File: config.mk
export PLATFORM = sky130hd
export DESIGN_NAME = dot_update_scheduler_flat
export DESIGN_NICKNAME = d
export VERILOG_FILES = /design/src/rtl/dot_update_scheduler_if.sv /design/src/rtl/dot_update_scheduler.sv /design/src/flat_wrapper.sv
export SDC_FILE = /design/constraint.sdc
export NUM_CORES = 1
export LEC_CHECK = 0
export ABC_AREA = 1
export CAP_MARGIN = 10
export CORE_MARGIN = 2
export CORE_UTILIZATION = 59
export DETAILED_ROUTE_END_ITERATION = 6
export PLACE_DENSITY = 0.79
export SYNTH_ARGS = -nofsm -noshare
export SYNTH_HDL_FRONTEND = slang
export SYNTH_SLANG_ARGS = --single-unit
File: constraint.sdc
create_clock -name clk -period 3.4 [get_ports clk]
set_input_delay 1.02 -clock clk [delete_from_list [all_inputs] [get_ports clk]]
set_output_delay 1.02 -clock clk [all_outputs]
set_load 0.05 [all_outputs]
File: src/rtl/dot_update_scheduler_if.sv
`default_nettype none
// ============================================================================
// Module   : dot_update_scheduler_if
// Brief    : Processor update port, frame timing and dot-table write port.
// Revision : 1.0 - initial release
// ============================================================================
interface dot_update_scheduler_if;
    logic       wr_en;
    logic [4:0] wr_dot;
    logic       wr_is_x;
    logic [9:0] wr_data;
    logic       wr_ready;
    logic       screen_end;
    logic       tbl_we;
    logic [4:0] tbl_dot;
    logic       tbl_is_x;
    logic [9:0] tbl_data;
    logic       frame_ready;
    logic [1:0] err;

    modport master (
        output wr_en, wr_dot, wr_is_x, wr_data, screen_end,
        input  wr_ready, tbl_we, tbl_dot, tbl_is_x, tbl_data, frame_ready, err
    );

    modport slave (
        input  wr_en, wr_dot, wr_is_x, wr_data, screen_end,
        output wr_ready, tbl_we, tbl_dot, tbl_is_x, tbl_data, frame_ready, err
    );
endinterface
`default_nettype wire

File: src/rtl/dot_update_scheduler.sv
`default_nettype none
// ============================================================================
// Module   : dot_update_scheduler
// Brief    : Queues dot coordinate updates and commits them during the frame gap.
// Revision : 1.0 - initial release
// ============================================================================
module dot_update_scheduler #(
    parameter int NUM_DOTS   = 20,
    parameter int FIFO_DEPTH = 8
) (
    input  wire logic             clk,
    input  wire logic             reset,
    dot_update_scheduler_if.slave bus
);
    localparam int              c_aw       = $clog2(FIFO_DEPTH);
    localparam int              c_cw       = c_aw + 1;
    localparam logic [5:0]      c_num_dots = 6'(NUM_DOTS);
    localparam logic [9:0]      c_x_limit  = 10'd640;
    localparam logic [9:0]      c_y_limit  = 10'd480;
    localparam logic [c_cw-1:0] c_depth    = c_cw'(FIFO_DEPTH);
    localparam logic [c_cw-1:0] c_cnt_one  = c_cw'(1);
    localparam logic [c_aw-1:0] c_ptr_one  = c_aw'(1);

    typedef enum logic [1:0] {
        ST_IDLE  = 2'd0,
        ST_DRAIN = 2'd1,
        ST_DONE  = 2'd2
    } state_t;

    state_t          r_state;
    state_t          w_state_next;

    logic [15:0]     r_mem [FIFO_DEPTH];
    logic [c_aw-1:0] r_wr_ptr;
    logic [c_aw-1:0] r_rd_ptr;
    logic [c_cw-1:0] r_count;
    logic [c_cw-1:0] r_snap_cnt;
    logic            r_prev_se;
    logic            r_tbl_we;
    logic [4:0]      r_tbl_dot;
    logic            r_tbl_is_x;
    logic [9:0]      r_tbl_data;
    logic [1:0]      r_err;

    logic            w_edge;
    logic            w_pop_fsm;
    logic            w_pop;
    logic            w_push;
    logic            w_full;
    logic            w_wr_ready;
    logic            w_frame_ready;
    logic [15:0]     w_head;
    logic [4:0]      w_head_dot;
    logic            w_head_is_x;
    logic [9:0]      w_head_data;
    logic            w_head_ok;

    assign w_edge      = bus.screen_end & ~r_prev_se;
    assign w_full      = (r_count == c_depth);
    assign w_pop       = w_pop_fsm & ~reset;
    // A pop in the same cycle frees a slot, so a full FIFO can still accept.
    assign w_wr_ready  = ~reset & (~w_full | w_pop);
    assign w_push      = bus.wr_en & w_wr_ready;

    assign w_head      = r_mem[r_rd_ptr];
    assign w_head_dot  = w_head[15:11];
    assign w_head_is_x = w_head[10];
    assign w_head_data = w_head[9:0];
    assign w_head_ok   = ({1'b0, w_head_dot} < c_num_dots) &&
                         (w_head_is_x ? (w_head_data < c_x_limit)
                                      : (w_head_data < c_y_limit));

    // The first pop happens in the edge cycle so the registered table write
    // lands one cycle after the edge.
    always_comb begin
        w_state_next  = r_state;
        w_pop_fsm     = 1'b0;
        w_frame_ready = 1'b0;
        case (r_state)
            ST_IDLE: begin
                if (w_edge) begin
                    w_pop_fsm    = (r_count != '0);
                    w_state_next = (r_count != '0) ? ST_DRAIN : ST_DONE;
                end
            end
            ST_DRAIN: begin
                if (!bus.screen_end) begin
                    w_state_next = ST_IDLE;
                end else if (r_snap_cnt != '0) begin
                    w_pop_fsm = 1'b1;
                end else begin
                    w_state_next = ST_DONE;
                end
            end
            ST_DONE: begin
                w_frame_ready = 1'b1;
                w_state_next  = ST_IDLE;
            end
            default: w_state_next = ST_IDLE;
        endcase
    end

    always_ff @(posedge clk) begin
        if (reset) begin
            r_state    <= ST_IDLE;
            r_prev_se  <= 1'b0;
            r_snap_cnt <= '0;
        end else begin
            r_state   <= w_state_next;
            r_prev_se <= bus.screen_end;
            if (r_state == ST_IDLE && w_edge) begin
                r_snap_cnt <= r_count - {{c_aw{1'b0}}, w_pop};
            end else if (w_pop) begin
                r_snap_cnt <= r_snap_cnt - c_cnt_one;
            end
        end
    end

    always_ff @(posedge clk) begin
        if (reset) begin
            r_wr_ptr <= '0;
            r_rd_ptr <= '0;
            r_count  <= '0;
        end else begin
            if (w_push) r_wr_ptr <= r_wr_ptr + c_ptr_one;
            if (w_pop)  r_rd_ptr <= r_rd_ptr + c_ptr_one;
            case ({w_push, w_pop})
                2'b10:   r_count <= r_count + c_cnt_one;
                2'b01:   r_count <= r_count - c_cnt_one;
                default: r_count <= r_count;
            endcase
        end
    end

    always_ff @(posedge clk) begin
        if (w_push) begin
            r_mem[r_wr_ptr] <= {bus.wr_dot, bus.wr_is_x, bus.wr_data};
        end
    end

    always_ff @(posedge clk) begin
        if (reset) begin
            r_tbl_we   <= 1'b0;
            r_tbl_dot  <= '0;
            r_tbl_is_x <= 1'b0;
            r_tbl_data <= '0;
            r_err      <= '0;
        end else begin
            r_tbl_we <= w_pop & w_head_ok;
            if (w_pop && w_head_ok) begin
                r_tbl_dot  <= w_head_dot;
                r_tbl_is_x <= w_head_is_x;
                r_tbl_data <= w_head_is_x ? w_head_data : {1'b0, w_head_data[8:0]};
            end
            if (bus.wr_en && !w_wr_ready) r_err[0] <= 1'b1;
            if (w_pop && !w_head_ok)      r_err[1] <= 1'b1;
        end
    end

    assign bus.wr_ready    = w_wr_ready;
    assign bus.tbl_we      = r_tbl_we & ~reset;
    assign bus.tbl_dot     = r_tbl_dot;
    assign bus.tbl_is_x    = r_tbl_is_x;
    assign bus.tbl_data    = r_tbl_data;
    assign bus.frame_ready = w_frame_ready & ~reset;
    assign bus.err         = r_err;

endmodule
`default_nettype wire
File: src/flat_wrapper.sv
// flat-port wrapper written by rule: the top's interface ports become plain ports
module dot_update_scheduler_flat 
#(
    parameter int NUM_DOTS   = 20,
    parameter int FIFO_DEPTH = 8
)
  (clk, reset, bus_wr_en, bus_wr_dot, bus_wr_is_x, bus_wr_data, bus_screen_end, bus_wr_ready, bus_tbl_we, bus_tbl_dot, bus_tbl_is_x, bus_tbl_data, bus_frame_ready, bus_err);
  dot_update_scheduler_if bus_i ();
  input  wire logic clk;
  input  wire logic reset;
  input wire logic [$bits(bus_i.wr_en)-1:0] bus_wr_en;
  input wire logic [$bits(bus_i.wr_dot)-1:0] bus_wr_dot;
  input wire logic [$bits(bus_i.wr_is_x)-1:0] bus_wr_is_x;
  input wire logic [$bits(bus_i.wr_data)-1:0] bus_wr_data;
  input wire logic [$bits(bus_i.screen_end)-1:0] bus_screen_end;
  output wire logic [$bits(bus_i.wr_ready)-1:0] bus_wr_ready;
  output wire logic [$bits(bus_i.tbl_we)-1:0] bus_tbl_we;
  output wire logic [$bits(bus_i.tbl_dot)-1:0] bus_tbl_dot;
  output wire logic [$bits(bus_i.tbl_is_x)-1:0] bus_tbl_is_x;
  output wire logic [$bits(bus_i.tbl_data)-1:0] bus_tbl_data;
  output wire logic [$bits(bus_i.frame_ready)-1:0] bus_frame_ready;
  output wire logic [$bits(bus_i.err)-1:0] bus_err;
  assign bus_i.wr_en = bus_wr_en;
  assign bus_i.wr_dot = bus_wr_dot;
  assign bus_i.wr_is_x = bus_wr_is_x;
  assign bus_i.wr_data = bus_wr_data;
  assign bus_i.screen_end = bus_screen_end;
  assign bus_wr_ready = bus_i.wr_ready;
  assign bus_tbl_we = bus_i.tbl_we;
  assign bus_tbl_dot = bus_i.tbl_dot;
  assign bus_tbl_is_x = bus_i.tbl_is_x;
  assign bus_tbl_data = bus_i.tbl_data;
  assign bus_frame_ready = bus_i.frame_ready;
  assign bus_err = bus_i.err;
  dot_update_scheduler #(.NUM_DOTS(NUM_DOTS), .FIFO_DEPTH(FIFO_DEPTH)) u_core (.clk(clk), .reset(reset), .bus(bus_i));
endmodule
==> results of run 1 <==
-- cell usage in the layout (no fill, tap or decap), drive strengths merged, types with 2 or more instances in the layout --
master / instances
nand2: 171
buf: 33
a21oi: 18
nor2: 68
xnor2: 2
dfxtp: 39
a32o: 6
edfxtp: 128
nor3: 3
clkinv: 9
clkbuf: 22
ha: 8
clkinvlp: 2
o21ai: 46
o22ai: 7
xor2: 4
inv: 81
clkdlybuf4s50: 36
nand3: 48
or2: 2
nand4: 2
o21a: 2
a31oi: 2
-- sequential cells by signal, indices dropped and copies added (netlist names), named ones only --
name / count
u_core.r_count: 4
u_core.r_state: 2
u_core.r_prev_se: 1
u_core.r_rd_ptr: 3
u_core.bus.tbl_is_x: 1
u_core.r_snap_cnt: 4
u_core.bus.tbl_data: 10
u_core.r_tbl_we: 1
u_core.bus.tbl_dot: 5
u_core.bus.err: 2
u_core.r_wr_ptr: 3
u_core.r_mem: 128
-- per-stage QoR --
| stage | worst slack, ns | hold WS, ns | TNS (ns) | power [mW] |
|---|---|---|---|---|
| 6_report | 0.162 | 0.477 | 0 | 4.71 |
| 5_1_grt | 0.0459 | 0.492 | 0 | 4.90 |
| 4_1_cts | 0.0194 | 0.477 | 0 | 4.73 |
| 3_3_place_gp | 0.0640 | 0.457 | 0 | 3.04 |
| 2_1_floorplan | -0.0152 | 0.462 | -0.972 | 2.86 |
| 3_5_place_dp | -0.0172 | 0.469 | -0.0172 | 3.06 |
-- power breakdown --
group          total (mW)  switching [mW]  internal [mW]  leakage (nW)
clock                1.68           0.724          0.958         0.252
combinational       0.723           0.474          0.249          1.61
sequential           2.30          0.0400           2.26          1.47
total                4.71            1.24           3.47          3.33
-- layout make-up --
class / instances / area [um2] / share of cell area (%)
clock buffer: 22 / 464 / 5.65
clock inverter: 10 / 55.1 / 0.671
inverter: 82 / 308 / 3.75
multi-input combinational: 398 / 1880 / 22.9
sequential: 167 / 4630 / 56.3
tap: 143 / 179 / 2.18
timing repair buffer: 70 / 699 / 8.52
-- layer usage --
layer | up-vias | share of wire (%) | track usage (%)
li1 | 2370 | - | -
met1 | 2276 | 40 | 28.9
met2 | 182 | 50 | 39.4
met3 | 38 | 7.7 | 6.16
met4 | 0 | 2.6 | 12.6
met5 | - | 0 | 0
-- worst paths after layout --
path	start	endpoint	slack, ns	cells after the start
min	u_core.bus.tbl_data[8]$_SDFFE_PP0P_	u_core.bus.tbl_data[8]$_SDFFE_PP0P_	0.48	2
max reg2reg	flip-flop	u_core.bus.tbl_data[2]$_SDFFE_PP0P_	0.88	15
min reg2reg	u_core.bus.tbl_data[8]$_SDFFE_PP0P_	u_core.bus.tbl_data[8]$_SDFFE_PP0P_	0.48	2
max	reset	bus_wr_ready	0.16	5
-- kinds of logic after synthesis --
group | after synthesis | synth area share (%)
flip-flops | 167 | 66.2
XOR/XNOR | 6 | 0.752
buffers and inverters | 112 | 6.93
AND/OR/NAND/NOR | 296 | 17.4
adder cells (fa/ha/maj) | 8 | 1.43
AO/OA/AOI/OAI | 87 | 7.18
multiplexers | 1 | 0.143
-- worst register-to-register path: stages (launching register included) --
cell and delay, ns:
dfxtp_2 0.33, buf_4 0.53, nand2_1 0.19, nand2_1 0.12
nand2_1 0.07, nand3_1 0.11, nand2_1 0.11, nor2_1 0.13
nand2_1 0.09, nand2_1 0.09, nand2_2 0.08, nand3_2 0.09
buf_4 0.26, nand2_1 0.11, nand2_1 0.08, nor2_1 0.04
-- timing repair --
item,4_1_cts,5_1_grt
buffers inserted,0,0
endpoints found under the hold margin,0,0
cloned,0,0
setup endpoints to repair,1,1
resized for setup,1,3
hold buffers,0,0
==> flow_metrics.py, run 1 <==
metrics = {
    "yosys": {
        "yosys_warnings": 0,
        "ys_types": 39,
        "synth_area_um2": 6990,
        "yosysTopAreaCell": "edfxtp_1",
        "ys.flop_type": "edfxtp_1",
        "synth_seq_area_share_pct": 66.2,
        "syn_nets": 705,
        "async_flop_share_pct": 0,
        "synth_edf_count": 128,
        "yosysMostFrequentCell": "nand2_1",
        "yosys-top-cells-area": "edfxtp_1 (55%), dfxtp_1 (11%), nand2_1 (9.0%)",
        "syn_inst": 677,
        "yosys.area.top_type_share_pct": 55.0,
        "avgSynthCellArea_um2": 10.3,
        "synth.top_cells.by_count": "nand2_1 (167), edfxtp_1 (128), inv_1 (76)",
        "synth_seq_cells": 167,
    },
    "final_layout": {
        "drive_gt1_share_pct": 9.88,
        "fin_nets": 764,
        "fillers": 790,
        "final_cell_area_um2": 8210,
        "insertedDiodeCount": 0,
        "fin_util_pct": 71.6,
        "syn2layout_area_growth_pct": 17.5,
        "stdcell_count": 892,
    },
    "place": {
        "dpl_cell_area_um2": 7680,
        "place_inst": 860,
        "hpwl_um": 8880,
        "port_buffers": 40,
        "place.gp.congestion": 0.799,
    },
    "drt": {
        "post_drt_via_cell_ratio": 5.46,
        "drtIter0Drc": 336,
        "avgRoutedWirePerCell_um": 16.0,
        "via_count": 4866,
        "drc": 0,
        "postRouteAntennaNets": 0,
        "wl_um": 14300,
        "drt-pass1-iter-count": 5,
    },
    "sta": {
        "worst_slew_pin_slew_ns": 0.948,
        "min_period_ns": 3.24,
        "max_freq_mhz": 309,
        "setup_viol": 0,
        "hold_violations": 0,
        "relSlewSlack_pct": 36.8,
        "period_share_pct": 95.2,
        "rsz0062_at_grt": "no",
        "drv_slew": 0,
        "fin_skew_ns": 0.00753,
    },
    "floorplan": {
        "die_h_um": 113,
        "num_rows": 39,
        "io_pins": 41,
        "dieArea_um2": 12700,
        "initial_core_util_pct": 60.9,
        "core-area_um2": 11500,
        "chipWidth_um": 113,
    },
    "cts": {
        "clock_path_buffers": 2,
        "worstSkewPairLatency_ns": 0.42,
        "h-tree-depth": 4,
        "clkTransAtPathRegs_ns": 0.06,
        "cts_tree": "done",
        "cts_buffers": 17,
        "root_buffer": "clkbuf_16",
        "clock_sinks": 167,
    },
    "run_status": {
        "status": "finished clean",
    },
    "worst_hold_path": {
        "hp-class": "flip-flop to flip-flop",
    },
    "worst_setup_path": {
        "path_cells": "clkdlybuf4s50_1 > clkinv_1 > nand2_1 > inv_2 > buf_6",
        "worstSetupPathType": "input port to output pin",
        "critPathLaunchType": "input port",
        "worstPathArrival_ns": 2.22,
        "cpPeakStageDelay_ns": 0.62,
        "cp_num_buf_inv": 4,
        "cp.required_ns": 2.38,
        "crit_path_end_kind": "output pin",
        "worstPathMaxFanout": 7,
        "crit_family": "buffers and inverters",
        "crit_path_top_delay_cell": "clkdlybuf4s50_1",
    },
    "global_routing": {
        "grt_max_degree": 66,
        "antenna_found_initial": 0,
        "grt_usage_pct": 23.8,
        "grt_pass1_vias": 4771,
        "grt_pass1_wl_um": 23000,
        "gr-total-overflow": 0,
    },
    "power": {
        "ir_drop_v": 0.000390,
        "power_density_nw_per_um2": 573,
        "p_leak_nw": 3.33,
    },
    "job": {
        "maxCapViolCount": 0,
    },
}
No activity file was read; power rests on OpenSTA's default activity.
==> run 2: changes to the inputs <==
--- a/config.mk
+++ b/config.mk
@@ -6,9 +6,9 @@
 export NUM_CORES = 1
 export LEC_CHECK = 0
 export ABC_AREA = 1
-export CAP_MARGIN = 10
 export CORE_MARGIN = 2
 export CORE_UTILIZATION = 59
+export CTS_CLUSTER_DIAMETER = 80
 export DETAILED_ROUTE_END_ITERATION = 6
 export PLACE_DENSITY = 0.79
 export SYNTH_ARGS = -nofsm -noshare
==> results of run 2 <==
The final DEF is identical to that of run 1; final timing and power are the same.
==> run 3: changes to the inputs <==
--- a/config.mk
+++ b/config.mk
@@ -8,7 +8,6 @@
 export ABC_AREA = 1
 export CORE_MARGIN = 2
 export CORE_UTILIZATION = 59
-export CTS_CLUSTER_DIAMETER = 80
 export DETAILED_ROUTE_END_ITERATION = 6
 export PLACE_DENSITY = 0.79
 export SYNTH_ARGS = -nofsm -noshare
==> results of run 3 <==
The final DEF is identical to that of run 1; final timing and power are the same.
